## src/rtl/mem_arbiter_rr_if.sv

```systemverilog
`default_nettype none
// +----------------------------------------------------------------------+
// | Module : mem_arbiter_rr_if                                           |
// | Brief  : Cache-channel and RAM-port bundle of the round-robin memory |
// |          arbiter. slave = arbiter view, master = caches + RAM view.  |
// | Rev    : 1.0  initial release                                        |
// +----------------------------------------------------------------------+
interface mem_arbiter_rr_if #(
    parameter int NCH    = 2,
    parameter int WORD_W = 32,
    parameter int ADDR_W = 32
);
    localparam int GW = (NCH > 1) ? $clog2(NCH) : 1;

    // cache-side channels
    logic [NCH-1:0]        ch_ren;
    logic [NCH-1:0]        ch_wen;
    logic [NCH-1:0]        ch_lock;
    logic [NCH*ADDR_W-1:0] ch_addr;
    logic [NCH*WORD_W-1:0] ch_store;
    logic [NCH-1:0]        ch_wait;
    logic [WORD_W-1:0]     ch_load;
    logic [NCH-1:0]        ch_err;

    // RAM port
    logic                  ramREN;
    logic                  ramWEN;
    logic [ADDR_W-1:0]     ramaddr;
    logic [WORD_W-1:0]     ramstore;
    logic [WORD_W-1:0]     ramload;
    logic [1:0]            ramstate;

    // status
    logic                  busy;
    logic [GW-1:0]         grant_id;

    modport slave (
        input  ch_ren, ch_wen, ch_lock, ch_addr, ch_store,
        output ch_wait, ch_load, ch_err,
        output ramREN, ramWEN, ramaddr, ramstore,
        input  ramload, ramstate,
        output busy, grant_id
    );

    modport master (
        output ch_ren, ch_wen, ch_lock, ch_addr, ch_store,
        input  ch_wait, ch_load, ch_err,
        input  ramREN, ramWEN, ramaddr, ramstore,
        output ramload, ramstate,
        input  busy, grant_id
    );
endinterface
`default_nettype wire

```

## src/rtl/mem_arbiter_rr.sv

```systemverilog
`default_nettype none
// +----------------------------------------------------------------------+
// | Module : mem_arbiter_rr                                              |
// | Brief  : N-channel round-robin arbiter in front of a single RAM port |
// |          using the FREE/BUSY/ACCESS/ERROR ramstate handshake, with   |
// |          optional locked bursts of up to MAX_LOCK beats.             |
// |          Optional macro MEM_ARB_TIMEOUT_EN adds a BUSY watchdog and  |
// |          the sticky timeout_o output.                                |
// | Rev    : 1.0  initial release                                        |
// +----------------------------------------------------------------------+
module mem_arbiter_rr #(
    parameter int NCH      = 2,
    parameter int WORD_W   = 32,
    parameter int ADDR_W   = 32,
    parameter int MAX_LOCK = 8
) (
    input  logic            clk,
    input  logic            rst,
    mem_arbiter_rr_if.slave bus
`ifdef MEM_ARB_TIMEOUT_EN
    ,
    output logic            timeout_o
`endif
);
    localparam int c_GW  = (NCH > 1) ? $clog2(NCH) : 1;
    localparam int c_GW1 = c_GW + 1;
    localparam int c_LW  = $clog2(MAX_LOCK + 1);

    localparam logic [c_GW:0]   c_NCH_W     = c_GW1'(NCH);
    localparam logic [c_GW:0]   c_ONE_W     = c_GW1'(1);
    localparam logic [c_LW-1:0] c_LOCK_LAST = c_LW'(MAX_LOCK - 1);
    localparam logic [c_LW-1:0] c_LOCK_ONE  = c_LW'(1);

    localparam logic [0:0] c_S_IDLE = 1'b0;
    localparam logic [0:0] c_S_XFER = 1'b1;

    localparam logic [1:0] c_RS_ACCESS = 2'd2;
    localparam logic [1:0] c_RS_ERROR  = 2'd3;

    logic [0:0]        r_state,    w_state_nxt;
    logic [c_GW-1:0]   r_grant,    w_grant_nxt;
    logic [c_GW-1:0]   r_rr_ptr,   w_rr_nxt;
    logic [c_LW-1:0]   r_lock_cnt, w_lock_nxt;

    logic [NCH-1:0]    w_req;
    logic [ADDR_W-1:0] w_addr_a  [NCH];
    logic [WORD_W-1:0] w_store_a [NCH];

    logic              w_xfer;
    logic              w_g_req;
    logic              w_g_ren;
    logic              w_g_wen;
    logic              w_g_lock;
    logic              w_rsp_hit;
    logic              w_to_hit;
    logic              w_done;
    logic              w_err_pulse;

    logic              w_found;
    logic [c_GW-1:0]   w_pick;
    logic [c_GW:0]     w_idx;
    logic [c_GW:0]     w_inc;
    logic [c_GW-1:0]   w_g_inc;

    // Unpack flat per-channel buses and form per-channel request flags
    always_comb begin
        w_req = bus.ch_ren | bus.ch_wen;
        for (int i = 0; i < NCH; i++) begin
            w_addr_a[i]  = bus.ch_addr[i*ADDR_W +: ADDR_W];
            w_store_a[i] = bus.ch_store[i*WORD_W +: WORD_W];
        end
    end

    assign w_xfer      = (r_state == c_S_XFER);
    assign w_g_req     = w_req[r_grant];
    assign w_g_ren     = bus.ch_ren[r_grant];
    assign w_g_wen     = bus.ch_wen[r_grant];
    assign w_g_lock    = bus.ch_lock[r_grant];
    assign w_rsp_hit   = (bus.ramstate == c_RS_ACCESS) || (bus.ramstate == c_RS_ERROR);
    // A withdrawn request never completes, even if the RAM answers that cycle.
    assign w_done      = w_xfer && w_g_req && (w_rsp_hit || w_to_hit);
    assign w_err_pulse = w_to_hit || (w_done && (bus.ramstate == c_RS_ERROR));

`ifdef MEM_ARB_TIMEOUT_EN
    localparam int unsigned TIMEOUT = 256;
    localparam int          c_TO_W  = $clog2(TIMEOUT + 1);
    localparam logic [c_TO_W-1:0] c_TO_LAST = c_TO_W'(TIMEOUT - 1);
    localparam logic [c_TO_W-1:0] c_TO_ONE  = c_TO_W'(1);

    logic [c_TO_W-1:0] r_to_cnt;
    logic              r_timeout;

    // The TIMEOUT-th consecutive waiting cycle force-completes the beat.
    assign w_to_hit  = w_xfer && w_g_req && !w_rsp_hit && (r_to_cnt == c_TO_LAST);
    assign timeout_o = r_timeout;

    // Watchdog counter of waiting XFER cycles and sticky timeout flag
    always_ff @(posedge clk) begin
        if (rst) begin
            r_to_cnt  <= '0;
            r_timeout <= 1'b0;
        end else begin
            if (w_to_hit) begin
                r_timeout <= 1'b1;
            end
            if (w_xfer && w_g_req && !w_rsp_hit && !w_to_hit) begin
                r_to_cnt <= r_to_cnt + c_TO_ONE;
            end else begin
                r_to_cnt <= '0;
            end
        end
    end
`else
    assign w_to_hit = 1'b0;
`endif

    // Rotating-priority search starting at r_rr_ptr, plus grant+1 mod NCH
    always_comb begin
        w_found = 1'b0;
        w_pick  = r_rr_ptr;
        w_idx   = '0;
        for (int k = 0; k < NCH; k++) begin
            w_idx = {1'b0, r_rr_ptr} + c_GW1'(k);
            if (w_idx >= c_NCH_W) begin
                w_idx = w_idx - c_NCH_W;
            end
            if (!w_found && w_req[w_idx[c_GW-1:0]]) begin
                w_found = 1'b1;
                w_pick  = w_idx[c_GW-1:0];
            end
        end
        w_inc = {1'b0, r_grant} + c_ONE_W;
        if (w_inc >= c_NCH_W) begin
            w_inc = '0;
        end
        w_g_inc = w_inc[c_GW-1:0];
    end

    // Next-state logic: grant selection, burst continuation, release
    always_comb begin
        w_state_nxt = r_state;
        w_grant_nxt = r_grant;
        w_rr_nxt    = r_rr_ptr;
        w_lock_nxt  = r_lock_cnt;
        case (r_state)
            c_S_IDLE: begin
                if (w_found) begin
                    w_state_nxt = c_S_XFER;
                    w_grant_nxt = w_pick;
                    w_lock_nxt  = '0;
                end
            end
            c_S_XFER: begin
                if (!w_g_req) begin
                    // Withdrawal: give up the slot without moving priority.
                    w_state_nxt = c_S_IDLE;
                end else if (w_done) begin
                    if (w_g_lock && !w_to_hit && (r_lock_cnt < c_LOCK_LAST)) begin
                        w_lock_nxt = r_lock_cnt + c_LOCK_ONE;
                    end else begin
                        w_state_nxt = c_S_IDLE;
                        w_rr_nxt    = w_g_inc;
                    end
                end
            end
            default: begin
                w_state_nxt = c_S_IDLE;
            end
        endcase
    end

    // Grant FSM state register
    always_ff @(posedge clk) begin
        if (rst) begin
            r_state    <= c_S_IDLE;
            r_grant    <= '0;
            r_rr_ptr   <= '0;
            r_lock_cnt <= '0;
        end else begin
            r_state    <= w_state_nxt;
            r_grant    <= w_grant_nxt;
            r_rr_ptr   <= w_rr_nxt;
            r_lock_cnt <= w_lock_nxt;
        end
    end

    // RAM port mux and per-channel completion signalling
    always_comb begin
        bus.ch_wait  = '1;
        bus.ch_err   = '0;
        bus.ch_load  = '0;
        bus.ramREN   = 1'b0;
        bus.ramWEN   = 1'b0;
        bus.ramaddr  = '0;
        bus.ramstore = '0;
        if (w_xfer) begin
            bus.ramREN   = w_g_ren && !w_g_wen;
            bus.ramWEN   = w_g_wen;
            bus.ramaddr  = w_addr_a[r_grant];
            bus.ramstore = w_store_a[r_grant];
            if (w_done) begin
                bus.ch_wait[r_grant] = 1'b0;
                bus.ch_err[r_grant]  = w_err_pulse;
                bus.ch_load          = w_to_hit ? '0 : bus.ramload;
            end
        end
        bus.busy     = w_xfer;
        bus.grant_id = r_grant;
    end

endmodule
`default_nettype wire

```

## src/flat_wrapper.sv

```systemverilog
// flat-port wrapper written by rule: the top's interface ports become plain ports
module mem_arbiter_rr_flat 
#(
    parameter int NCH      = 2,
    parameter int WORD_W   = 32,
    parameter int ADDR_W   = 32,
    parameter int MAX_LOCK = 8
)
  (clk, rst, bus_ch_ren, bus_ch_wen, bus_ch_lock, bus_ch_addr, bus_ch_store, bus_ch_wait, bus_ch_load, bus_ch_err, bus_ramREN, bus_ramWEN, bus_ramaddr, bus_ramstore, bus_ramload, bus_ramstate, bus_busy, bus_grant_id);
  mem_arbiter_rr_if #(.NCH(NCH), .WORD_W(WORD_W), .ADDR_W(ADDR_W)) bus_i ();
  input  logic clk;
  input  logic rst;
  input wire logic [$bits(bus_i.ch_ren)-1:0] bus_ch_ren;
  input wire logic [$bits(bus_i.ch_wen)-1:0] bus_ch_wen;
  input wire logic [$bits(bus_i.ch_lock)-1:0] bus_ch_lock;
  input wire logic [$bits(bus_i.ch_addr)-1:0] bus_ch_addr;
  input wire logic [$bits(bus_i.ch_store)-1:0] bus_ch_store;
  output wire logic [$bits(bus_i.ch_wait)-1:0] bus_ch_wait;
  output wire logic [$bits(bus_i.ch_load)-1:0] bus_ch_load;
  output wire logic [$bits(bus_i.ch_err)-1:0] bus_ch_err;
  output wire logic [$bits(bus_i.ramREN)-1:0] bus_ramREN;
  output wire logic [$bits(bus_i.ramWEN)-1:0] bus_ramWEN;
  output wire logic [$bits(bus_i.ramaddr)-1:0] bus_ramaddr;
  output wire logic [$bits(bus_i.ramstore)-1:0] bus_ramstore;
  input wire logic [$bits(bus_i.ramload)-1:0] bus_ramload;
  input wire logic [$bits(bus_i.ramstate)-1:0] bus_ramstate;
  output wire logic [$bits(bus_i.busy)-1:0] bus_busy;
  output wire logic [$bits(bus_i.grant_id)-1:0] bus_grant_id;
  assign bus_i.ch_ren = bus_ch_ren;
  assign bus_i.ch_wen = bus_ch_wen;
  assign bus_i.ch_lock = bus_ch_lock;
  assign bus_i.ch_addr = bus_ch_addr;
  assign bus_i.ch_store = bus_ch_store;
  assign bus_ch_wait = bus_i.ch_wait;
  assign bus_ch_load = bus_i.ch_load;
  assign bus_ch_err = bus_i.ch_err;
  assign bus_ramREN = bus_i.ramREN;
  assign bus_ramWEN = bus_i.ramWEN;
  assign bus_ramaddr = bus_i.ramaddr;
  assign bus_ramstore = bus_i.ramstore;
  assign bus_i.ramload = bus_ramload;
  assign bus_i.ramstate = bus_ramstate;
  assign bus_busy = bus_i.busy;
  assign bus_grant_id = bus_i.grant_id;
  mem_arbiter_rr #(.NCH(NCH), .WORD_W(WORD_W), .ADDR_W(ADDR_W), .MAX_LOCK(MAX_LOCK)) u_core (.clk(clk), .rst(rst), .bus(bus_i));
endmodule
```

## config.mk

```make
export PLATFORM = sky130hd
export DESIGN_NAME = mem_arbiter_rr_flat
export DESIGN_NICKNAME = d
export VERILOG_FILES = /design/src/rtl/mem_arbiter_rr_if.sv /design/src/rtl/mem_arbiter_rr.sv /design/src/flat_wrapper.sv
export SDC_FILE = /design/constraint.sdc
export NUM_CORES = 1
export LEC_CHECK = 0
export BUFFER_PORTS_ARGS = -buffer_cell sky130_fd_sc_hd__buf_4
export CORE_AREA = 2 2 106 108
export DETAILED_ROUTE_END_ITERATION = 8
export DIE_AREA = 0 0 108 110
export PLACE_DENSITY = 0.52
export SLEW_MARGIN = 20
export SYNTH_ARGS = -nofsm -noshare
export SYNTH_HDL_FRONTEND = slang
export SYNTH_SLANG_ARGS = --single-unit
```

## constraint.sdc

```tcl
create_clock -name clk -period 1.3 [get_ports clk]
set_input_delay 0.195 -clock clk [delete_from_list [all_inputs] [get_ports clk]]
set_output_delay 0.195 -clock clk [all_outputs]
set_load 0.05 [all_outputs]
```

### Yosys cells after proc, flatten, opt, wreduce, memory -nomap -nowiden

Cells that the tools add are included.
Widths: inputs -> output; s select.

| operators by class | value |
|---|---|
| reductions and logical operators | 13 |
| equality and inequality tests | 6 |
| magnitude comparators | 9 |
| bitwise operators | 6 |
| add/sub/neg operators | 5 |
| multiplexer cells | 47 |

Operator list:

| cell | number |
|---|---|
| $mux 32 | 10 |
| $mux 1 | 26 |
| $mux 4 | 4 |
| $mux 2 | 4 |
| $pmux 4 s2 | 1 |
| $reduce_and 4->1 | 2 |
| $logic_and 1x1->1 | 7 |
| $ge 2x2->1 const B | 3 |
| $lt 1x2->1 const B | 3 |
| $ne 2x2->1 const B | 3 |
| $add 1x1->2 const B | 2 |
| $add 4x1->4 const B | 1 |
| $eq 2x2->1 const B | 2 |
| $lt 4x3->1 const B | 1 |
| $and 2x2->2 | 1 |
| $ge 1x2->1 const B | 1 |
| $logic_not 1->1 | 2 |
| $ne 2x1->1 const B | 1 |
| $not 1->1 | 2 |
| $not 1->2 | 1 |
| $not 2->2 | 1 |
| $or 2x2->2 | 1 |
| $pmux 1 s2 | 1 |
| $reduce_and 2->1 | 1 |
| 4 further kinds | 5 |

| storage, ports and cells | value |
|---|---|
| output and inout bits | 104 |
| logic and storage cells | 90 |
| input port bits | 170 |
| flip-flop bits (word level) | 7 |

### Longest topological paths before layout

Gate-level depths: netlist of the first run.

| logic depth | value |
|---|---|
| depth after elaboration | 10 |
| depth in mapped cells | 5 |
| depth with buffers taken out | 4 |

### Worst setup path after synthesis of the first run

No wires, ideal clock.

| timing path | value |
|---|---|
| kind | register to output |
| start point | register u_core.r_grant, in the netlist u_core.bus.grant_id |
| end point | output bus_ch_err[1] |
| path buffers | 1 |
| arrival | 2.550 ns |
| stages on the path, launching flop included | 6 |
| required time | 1.105 ns |
| slack | -1.445 ns |
| cell sequence | dfxtp_1 -> nor3_1 -> nor3_2 -> clkbuf_1 -> nand2_1 -> nor2_1 |

| between the ends | value |
|---|---|
| word-level cells in the longest chain between the ends | 8 |
| elaborated cells on any way between the ends | 13 |
| classes of those cells | 2 x order compare; 6 x mux; 1 x bitwise; 4 x reduce/logical |

RTL lines:

| element | RTL line | source |
|---|---|---|
| start, declared | mem_arbiter_rr.sv:41 | `logic [c_GW-1:0] r_grant, w_grant_nxt;` |
| start signal, assigned | mem_arbiter_rr.sv:181 | `r_grant <= w_grant_nxt;` |
| parallel branches: the longest is 6 deep, another holds $lt 1x2->1 | n/a |  |
| $mux 2 (*) | mem_arbiter_rr.sv:201 | `if (w_done) begin` |
| $mux 2 (*) | mem_arbiter_rr.sv:196 | `if (w_xfer) begin` |
| end, declared | flat_wrapper.sv:20 | `output wire logic [$bits(bus_i.ch_err)-1:0] bus_ch_err;` |

Mark *: on every way between the ends. The select of a mux whose other input is x is not followed.

### Worst setup path after layout of the first run

| timing path | value |
|---|---|
| start point | register u_core.r_grant, in the netlist u_core.bus.grant_id |
| end point | output bus_ch_load[27] |

| between the ends | value |
|---|---|
| word-level cells in the longest chain between the ends | 6 |

RTL lines:

| element | RTL line | source |
|---|---|---|
| $mux 1 (not written as such) (2 in series) | mem_arbiter_rr.sv:75 | `assign w_g_req = w_req[r_grant];` |
| $logic_and 1x1->1 (2 in series) | mem_arbiter_rr.sv:81 | `assign w_done = w_xfer && w_g_req && (w_rsp_hit \|\| w_to_hit);` |
| $mux 32 | mem_arbiter_rr.sv:201 |  |
| $mux 32 | mem_arbiter_rr.sv:196 |  |
| end, declared | flat_wrapper.sv:19 | `output wire logic [$bits(bus_i.ch_load)-1:0] bus_ch_load;` |

Every way passes these cells. The select of a mux whose other input is x is not followed.

==> run metrics, run 1 <==
status=finished with violations; violated checks=negative setup slack; worst hold path class=in2reg; register area=148 um^2; number of CTS-inserted buffers=3; clk root buf=clkbuf_8; grt peak-use layer=met2; met2 Use GR=around 32%; via count=2,859; CP required=1.11 ns; Netlist cell types=28; largest net degree at the start of global routing=34; Worst Hold Depth=2; crit path DAT=1.51 ns; CTS clk-pin slew, worst paths=0.05 ns; syn nets=405; setup TNS=-38.23 ns; core area=0.0107 mm^2; Startpoint Class=flop; mapped cell area=0.00177 mm^2; Post-synth EDFFs=0; placer congestion estimate=0.751; die area=0.0119 mm^2; Syn. warnings=0; IO Port Bufs=273; multi-input logic area=between 0.002 and 0.003 mm^2; worst reg-to-reg setup slack=-0.29 ns; Final nets=700; peak supply drop=301 uV; Post-synth top cells=66 x mux2i_1, 66 x nor2b_1, 32 x and2_1; ys async rst share=0%; final worst slack=-0.401 ns; Max Fclk=0.588 GHz; vias in the first global route=3,008; Top FF cell, synth=dfxtp_1; DRC viols=0; initial antenna violation count=0; cells on worst reg2reg path=6; die span in x=~110 um; fillers=861; Crit. End Element=primary output; placed insts=650; final worst path period share=131%; share of layout cells above drive strength 1=93.2%; Pwr Density=563 mW/mm^2; DRT iter0 DRCs=60; worst hold margin=around 0.19 ns; first-pass GRT wire length=roughly 15,000 um; clk_lat worst skew=0.23 ns; M3 GR Usage=3.17%; CP max FO=21; Final Slew Violations=0; P_leak=2.76 nW; die height=110 um; Yosys reg bits=7; initial cell density of the core=16.5%; grt ovf=0; GRT Overall Usage=15.8%; HPWL after DPL=7940 um; area fraction of the dominant cell type after synthesis=37.4%; # clock sinks=7; Antenna Cells=0; Finish-stage setup viols=109; max_cap viols=0; GR Util met1=16.6%; drt pass-1 iters=4; worst-margin pin slew=0.300 ns; WS Path Type=reg2out; Final ANT Viol Nets=0; unrepaired setup endpoints after global routing=yes; vias per cell=between 4 and 5; row count=38; H-Tree Depth=1; largest cells by area after synthesis=mux2i_1 37%, nor2b_1 23%, and2_1 11%; DRT Wirelength=10,700 um; Clock Path Buffers=2; final clock skew=0.00907 ns; Worst slew margin=between 70 and 80%; hold_sp=rst; final hold vios=0; sequential area share after synthesis=7.94%; min Tclk post-route=between 1.5 and 2 ns; wire per inst=16.1 um; Yosys top cell by area=mux2i_1; Area Overhead vs Synth=263%; Cells after Synth=approximately 230; Non-Filler Instances=between 600 and 700; total power=3.61 mW; CTS tree=yes; I/O pins=approximately 270; worst setup path start=u_core.bus.grant_id$_SDFFE_PP0P_; mean post-synth cell area=about 7.5 um^2; reg2reg start=u_core.bus.grant_id$_SDFFE_PP0P_
==> cell families (layout without fill, tap and decap cells) <==
group                      Yosys count  after routing  synth area share, %
adders and majority gates            1              1                0.709
DFF                                  7              7                 7.94
and+or+nand+nor                    118            118                 40.7
buffers and inverters               23            317                 5.46
muxes                               66             66                 37.4
AOI/OAI and AO/OA                   19             19                 7.80
==> critical path, stage by stage (launching register included) <==
cell     delay, ns
dfxtp_4       0.36
nor3b_4       0.16
nor3_4        0.24
buf_12        0.19
and2_2        0.17
buf_6         0.15
==> layout make-up <==
type,instances,area share (%)
Tap cell,140,2.74
Sequential cell,7,2.31
Clock buffer,4,0.704
Timing Repair Buffer,310,47.8
Inverter,3,0.176
Multi-Input combinational cell,204,46.3
==> repair_timing <==
action                                  in CTS  in global routing
endpoints found under the hold margin        0                  0
gates resized for setup                    210                 70
buffers inserted                             7                  3
pin swaps                                    5                  2
cloned                                       2                  3
endpoints found under the setup margin     110                109
hold buffers                                 0                  0
==> path summary, 6_finish.rpt <==
| check | end |
|---|---|
| min reg2reg | u_core.r_rr_ptr$_SDFFE_PP0P_ |
| max | bus_ch_load[27] |
| max reg2reg | u_core.bus.busy$_SDFF_PP0_ |
| min | u_core.bus.busy$_SDFF_PP0_ |
==> power by group <==
| part | leakage, nW | total (mW) | internal, mW | switching (mW) |
|---|---|---|---|---|
| combinational | 2.68 | 3.06 | 1.54 | 1.52 |
| clock | 0.0228 | 0.311 | 0.213 | 0.0987 |
| sequential | 0.0582 | 0.234 | 0.223 | 0.0110 |
| total | 2.76 | 3.61 | 1.98 | 1.63 |
==> sequential cells by signal (all words and copies together) (netlist names) <==
name	cells
u_core.bus.busy	1
u_core.bus.grant_id	1
u_core.r_lock_cnt	4
u_core.r_rr_ptr	1
==> layout by cell type, fill, tap and decap left out, types with 3 or more instances in the layout <==
| master | n |
|---|---|
| clkbuf_8 | 3 |
| inv_1 | 3 |
| a21oi_1 | 5 |
| nor2b_4 | 66 |
| dfxtp_1 | 5 |
| mux2i_4 | 64 |
| buf_6 | 85 |
| buf_8 | 25 |
| nor2_1 | 4 |
| buf_4 | 186 |
| buf_16 | 5 |
| buf_12 | 6 |
| clkbuf_16 | 3 |
| a21o_1 | 3 |
| and2_2 | 32 |
==> through the flow <==
step                utilization [%]  worst slack (ns)  area [um^2]
floorplan                         -            -0.339         2400
global placement               44.4            -0.225         4750
detailed placement             44.4            -0.242         4750
CTS                            55.7            -0.440         5950
global route                   59.8            -0.464         6400
finish                         59.8            -0.401         6400
==> per-layer routing <==
metal  routed length (um)  up-vias
li1                     -     1392
met1                 3520     1320
met2                 6280      137
met3                  807       10
met4                  131        0
met5                    0        -
No activity file was read; power rests on OpenSTA's default activity.
==> run 2, diff against run 1 <==
--- a/config.mk
+++ b/config.mk
@@ -5,11 +5,12 @@
 export SDC_FILE = /design/constraint.sdc
 export NUM_CORES = 1
 export LEC_CHECK = 0
+export ABC_AREA = 1
 export BUFFER_PORTS_ARGS = -buffer_cell sky130_fd_sc_hd__buf_4
 export CORE_AREA = 2 2 106 108
 export DETAILED_ROUTE_END_ITERATION = 8
 export DIE_AREA = 0 0 108 110
-export PLACE_DENSITY = 0.52
+export PLACE_DENSITY = 0.51
 export SLEW_MARGIN = 20
 export SYNTH_ARGS = -nofsm -noshare
 export SYNTH_HDL_FRONTEND = slang
==> run 2 against run 1 <==
- the run still ends with negative setup slack left
- first-iteration DRC count rose by 120%
- maximum frequency grew 1.5%
- global-route usage grew 0.25 points
- area after synthesis down 2.9%
- die area did not move
- via count rose by 15%
- hold slack worse by 0.037 ns
- combinational power shrank 6%
- sequential share of layout area rose by 0.40 points
- register-to-register slack better by 0.15 ns
- sequential power is 8.5% higher
- largest cell class unchanged
==> run metrics, run 2 <==
final clock skew=0.000892 ns (-0.00818 ns); worst reg-to-reg setup slack=-0.14 ns (+0.15 ns); CP required=1.11 ns (about the same); min Tclk post-route=1.68 ns (-0.0256 ns); clk root buf=clkbuf_8; hold-fix buffers at CTS=0 (unchanged); WS Path Type=reg2out; cells on worst reg2reg path=12 (+6); Pwr Density=633 mW/mm^2 (+12%); final worst slack=-0.376 ns (+0.0256 ns); Area Overhead vs Synth=219%; fillers=1,002 (+16%); Final ANT Viol Nets=0 (unchanged); DRT Wirelength=10,900 um (+1.2%); setup TNS=-28.22 ns (+10.01 ns); DRC viols=0 (unchanged); Top FF cell, synth=dfxtp_1; Finish-stage setup viols=109 (unchanged); Post-synth top cells=168 x nor2_1, 65 x o21ai_0, 44 x inv_1; slowest CP cell=dfxtp_4; CTS clk-pin slew, worst paths=0.04 ns (about the same); total power=3.46 mW (-4.2%); delay-heaviest family, CP=buffers and inverters; multi-input logic area=0.00223 mm^2 (-25%); worst hold path class=in2reg; placed cell areas=0.00480 mm^2 (+1.1%); share of layout cells above drive strength 1=74.5% (-19 points); die height=110 um (unchanged); row count=38 (unchanged); vias in the first global route=3,153 (+4.8%); Non-Filler Instances=783 (+17%); IO Port Bufs=273 (unchanged); reg2reg end=u_core.r_lock_cnt[0]$_SDFFE_PP0P_; core area=0.0107 mm^2 (unchanged); status=finished with violations; Syn. warnings=0 (unchanged); Post-synth EDFFs=0 (unchanged); crit path DAT=1.48 ns (-0.03 ns); I/O pins=274 (unchanged); ys async rst share=0% (unchanged); Crit. End Element=primary output; Yosys top cell by area=nor2_1; largest net degree at the start of global routing=55 (+62%); syn nets=534 (+32%); register area=148 um^2 (unchanged); vias per cell=4.20 (-1.9%); # clock sinks=7 (unchanged); most common cell after layout, fill and taps aside=buf_4; area fraction of the dominant cell type after synthesis=36.8% (-0.63 points); Final Slew Violations=0 (unchanged); Worst slew margin=75.9% (-4.0 points); Antenna Cells=0 (unchanged); clk_lat worst skew=0.23 ns (about the same); grt ovf=0 (unchanged); Crit path top cell by count=buf_6; Cells after Synth=363 (+55%); Biggest register=u_core.r_lock_cnt; Netlist cell types=26 (-7.1%); worst-margin pin slew=0.358 ns (+0.0578 ns); first-pass GRT wire length=15,400 um (+2.0%); Max Fclk=0.597 GHz (+1.5%); largest cells by area after synthesis=nor2_1 37%, o21ai_0 19%, inv_1 9.6%; count leader, synth=nor2_1; initial cell density of the core=16.0% (-0.48 points); violated checks=negative setup slack; final hold vios=0 (unchanged); placed insts=770 (+18%); Yosys reg bits=7 (unchanged); DRT iter0 DRCs=131 (+120%); sequential area share after synthesis=8.18% (+0.24 points); CTS tree=yes; number of CTS-inserted buffers=3 (unchanged); Worst Setup EP=bus_ch_load[1]; Crit. path cell count=8 (+3); die area=0.0119 mm^2 (unchanged); H-Tree Depth=1 (unchanged); Final nets=815 (+16%); peak supply drop=438 uV (+45%); Clock Path Buffers=2 (unchanged); max_cap viols=0 (unchanged); final worst path period share=129% (-2.0 points); max reg flops=4 (unchanged); critical path cell sequence=inv_6 > o21ai_4 > nand2_4 > nand3_4 > buf_6 > buf_12 > nor2_4 > buf_6; Startpoint Class=flop; Critical path buffers and inverters=4 (+2); via count=3,286 (+15%); commonest cells after routing, fill and taps aside=231 x buf_4, 104 x nor2_4, 50 x buf_6, 44 x inv_1, 36 x nor2_2; dpl ws=-0.150 ns (+0.0926 ns); initial antenna violation count=0 (unchanged); Worst path max stage delay=0.38 ns (+0.02 ns); worst setup path start=u_core.bus.grant_id$_SDFFE_PP0P_; drt pass-1 iters=4 (unchanged); HPWL after DPL=8430 um (+6.1%); reg2reg start=u_core.bus.grant_id$_SDFFE_PP0P_; P_leak=2.55 nW (-7.6%); fin area=0.00546 mm^2 (-15%); mapped cell area=0.00171 mm^2 (-2.9%); CP max FO=6 (-71%); GRT Overall Usage=16.1% (+0.25 points); wire per inst=13.9 um (-14%); placer congestion estimate=0.806 (+7.4%); die span in x=108 um (unchanged); unrepaired setup endpoints after global routing=yes; mean post-synth cell area=4.72 um^2 (-37%)
## run 2: changes by cell type after synthesis, moves of 3 or more
cell     delta
nor2b_1    -66
a21o_1      -3
buf_6       +4
nor3_1      -3
mux2i_1    -66
nand2_2     +4
inv_1      +41
nor2_1    +161
o21ai_0    +63
and2_1     -31
nand2_1    +19
buf_4       +3
nand3_1     +5
## run 2: kinds of logic after synthesis
| family | synth area share [%] |
|---|---|
| AND/OR/NAND/NOR | 48.9 |
| AO/OA/AOI/OAI | 23.4 |
| buffers and inverters | 18.8 |
| flip-flops | 8.17 |
| adder cells (fa/ha/maj) | 0.730 |
## run 2: report_power, final
| part | internal [mW] | total (mW) | switching (mW) |
|---|---|---|---|
| combinational | 1.15 | 2.89 | 1.74 |
| sequential | 0.231 | 0.254 | 0.0236 |
| clock | 0.212 | 0.308 | 0.0959 |
## run 2: layout make-up
class	instances	share of cell area, %
inverter	46	3.48
sequential	7	2.70
timing repair buffer	302	49.0
tap	140	3.21
clock buffer	4	0.825
multi-input combinational	284	40.8
## run 2: through the flow
| stage | utilization (%) | hold WS (ns) |
|---|---|---|
| 6_report | 51.0 | 0.149 |
| 3_5_place_dp | 44.9 | 0.388 |
| 4_1_cts | 48.9 | 0.145 |
| 3_3_place_gp | 44.9 | 0.390 |
| 2_1_floorplan | - | 0.254 |
| 5_1_grt | 51.0 | 0.156 |
## run 2: worst min-delay path by stage
stage          start                               end  depth (start not counted)
2_1_floorplan    rst        u_core.bus.busy$_SDFF_PP0_                          1
3_3_place_gp     rst        u_core.bus.busy$_SDFF_PP0_                          2
3_5_place_dp     rst        u_core.bus.busy$_SDFF_PP0_                          2
4_1_cts          rst        u_core.bus.busy$_SDFF_PP0_                          2
5_1_grt          rst        u_core.bus.busy$_SDFF_PP0_                          2
6_report         rst  u_core.bus.grant_id$_SDFFE_PP0P_                          2
## run 2: worst register-to-register path, stage by stage (launching register included)
cell,delay (ns)
dfxtp_4,0.42
inv_6,0.06
o21ai_4,0.06
nand2_4,0.07
nand3_4,0.10
buf_6,0.13
clkinv_8,0.07
buf_4,0.13
buf_4,0.12
nand2_1,0.04
nand2_1,0.04
inv_1,0.06
nor2_2,0.03
## run 2: repair_timing
action	CTS	global route
resized for setup	97	79
endpoints found under the setup margin	109	109
setup buffers	7	3
pin swaps	4	2
cloned	1	2
## run 2: per-layer routing
metal / GRT usage, % / routed length (um) / vias to the layer above
met5: 0 / 0 / -
li1: - / - / 1671
met2: 30.4 / 5870 / 132
met4: 3.57 / 196 / 0
met1: 18.9 / 3980 / 1466
met3: 2.88 / 805 / 17
==> run 3, diff against run 2 <==
--- a/config.mk
+++ b/config.mk
@@ -10,7 +10,6 @@
 export CORE_AREA = 2 2 106 108
 export DETAILED_ROUTE_END_ITERATION = 8
 export DIE_AREA = 0 0 108 110
-export PLACE_DENSITY = 0.51
 export SLEW_MARGIN = 20
 export SYNTH_ARGS = -nofsm -noshare
 export SYNTH_HDL_FRONTEND = slang
==> run 3 against run 2 <==
- the run still ends with negative setup slack left
- register-to-register slack improved by 0.02 ns
- setup slack worse by 0.0062 ns
- non-clock buffer count rose by 9
- wire length is 22% higher
- global-route usage is 4.0 points higher
- highest routed layer unchanged
==> run metrics, run 3 (synthesis results as in run 2) <==
status=finished with violations; violated checks=negative setup slack; Crit. End Element=primary output; share of layout cells above drive strength 1=80.2% (+5.7 points); peak supply drop=306 uV (-30%); slowest CP cell=dfxtp_4; crit path DAT=1.49 ns (about the same); drt pass-1 iters=4 (unchanged); DRC viols=0 (unchanged); vias per cell=4.43 (+5.5%); Worst path max stage delay=0.43 ns (+0.05 ns); first-pass GRT wire length=18,600 um (+21%); fillers=925 (-7.7%); Worst slew margin=70.7% (-5.2 points); final worst path period share=129% (+0.47 points); most common cell after layout, fill and taps aside=buf_4; max reg flops=4 (unchanged); P_leak=2.74 nW (+7.3%); IO Port Bufs=273 (unchanged); clk root buf=clkbuf_8; hold-fix buffers at CTS=0 (unchanged); setup TNS=-33.31 ns (-5.09 ns); vias in the first global route=3,568 (+13%); CP required=1.11 ns (about the same); Startpoint Class=flop; Final Slew Violations=0 (unchanged); HPWL after DPL=9210 um (+9.3%); reg2reg start=u_core.bus.busy$_SDFF_PP0_; GRT Overall Usage=20.1% (+4.0 points); Final ANT Viol Nets=0 (unchanged); worst hold margin=0.151 ns (+0.00174 ns); initial cell density of the core=16.0% (unchanged); grt ovf=0 (unchanged); Finish-stage setup viols=109 (unchanged); die height=110 um (unchanged); wire per inst=16.7 um (+20%); number of CTS-inserted buffers=3 (unchanged); H-Tree Depth=1 (unchanged); WS Path Type=reg2out; die span in x=108 um (unchanged); final hold vios=0 (unchanged); Critical path buffers and inverters=4 (unchanged); worst hold path class=in2reg; worst setup path start=u_core.bus.grant_id$_SDFFE_PP0P_; Final nets=824 (+1.1%); critical path cell sequence=buf_4 > buf_12 > o21ai_0 > buf_4 > nor2_4 > buf_8; Area Overhead vs Synth=268%; multi-input logic area=0.00265 mm^2 (+19%); placer congestion estimate=0.874 (+8.4%); total power=3.91 mW (+13%); clk_lat worst skew=0.23 ns (about the same); Biggest register=u_core.r_lock_cnt; min Tclk post-route=1.68 ns (+0.00617 ns); dpl ws=-0.211 ns (-0.0616 ns); I/O pins=274 (unchanged); via count=3,507 (+6.7%); Pwr Density=620 mW/mm^2 (-2.0%); die area=0.0119 mm^2 (unchanged); Clock Path Buffers=2 (unchanged); max_cap viols=0 (unchanged); fin util=58.9% (+7.8 points); Antenna Cells=0 (unchanged); # clock sinks=7 (unchanged); row count=38 (unchanged); Max Fclk=0.595 GHz (-0.37%); CTS tree=yes; delay-heaviest family, CP=buffers and inverters; register area=148 um^2 (unchanged); Crit path top cell by count=buf_4; final clock skew=0.00244 ns (+0.00154 ns); CTS clk-pin slew, worst paths=0.04 ns (about the same); largest net degree at the start of global routing=31 (-44%); DRT Wirelength=13,200 um (+22%); hold_sp=rst; initial antenna violation count=0 (unchanged); CP max FO=10 (+4); core area=0.0107 mm^2 (unchanged); worst-margin pin slew=0.434 ns (+0.0768 ns); unrepaired setup endpoints after global routing=yes; commonest cells after routing, fill and taps aside=187 x buf_4, 164 x nor2_4, 89 x buf_6, 44 x inv_1, 37 x o21ai_1; final worst slack=-0.382 ns (-0.00617 ns); DRT iter0 DRCs=99 (-24%)
[run 3: timing repair]
action / in CTS / in global routing
pin swaps: 16 / 13
cloned: 7 / 2
setup endpoints to repair: 108 / 109
gates resized for setup: 270 / 63
setup buffers: 6 / 2
hold endpoints to repair: 0 / 0
[run 3: metal layers]
layer / routed length [um] / track usage (%) / vias up
li1: - / - / 1693
met1: 4520 / 22.3 / 1635
met2: 7370 / 40.0 / 151
met3: 956 / 3.53 / 28
met4: 374 / 3.66 / 0
met5: 0 / 0 / -
[run 3: area by class of cell]
class / count / share of cell area, %
Sequential cell: 7 / 2.34
Tap cell: 140 / 2.78
Clock buffer: 4 / 0.715
Timing Repair Buffer: 311 / 49.2
Multi-Input combinational cell: 284 / 42.1
Inverter: 46 / 2.94
[run 3: where the power goes]
group / internal [mW] / switching [mW]
Combinational: 1.39 / 1.96
Sequential: 0.231 / 0.0249
Clock: 0.212 / 0.0943
[run 3: path summary, 6_finish.rpt]
check	endpoint	cells after the start	slack, ns
max	bus_ramaddr[4]	6	-0.38
min	u_core.bus.busy$_SDFF_PP0_	2	0.15
max reg2reg	u_core.r_lock_cnt[0]$_SDFFE_PP0P_	8	-0.12
min reg2reg	u_core.r_rr_ptr$_SDFFE_PP0P_	2	0.49
[run 3: per-stage QoR]
stage,cells,instance area (um^2)
after floorplan,363,2550
after CTS,790,6020
final,792,6300
after detailed placement,773,4830
after global placement,773,4830
after global routing,792,6300
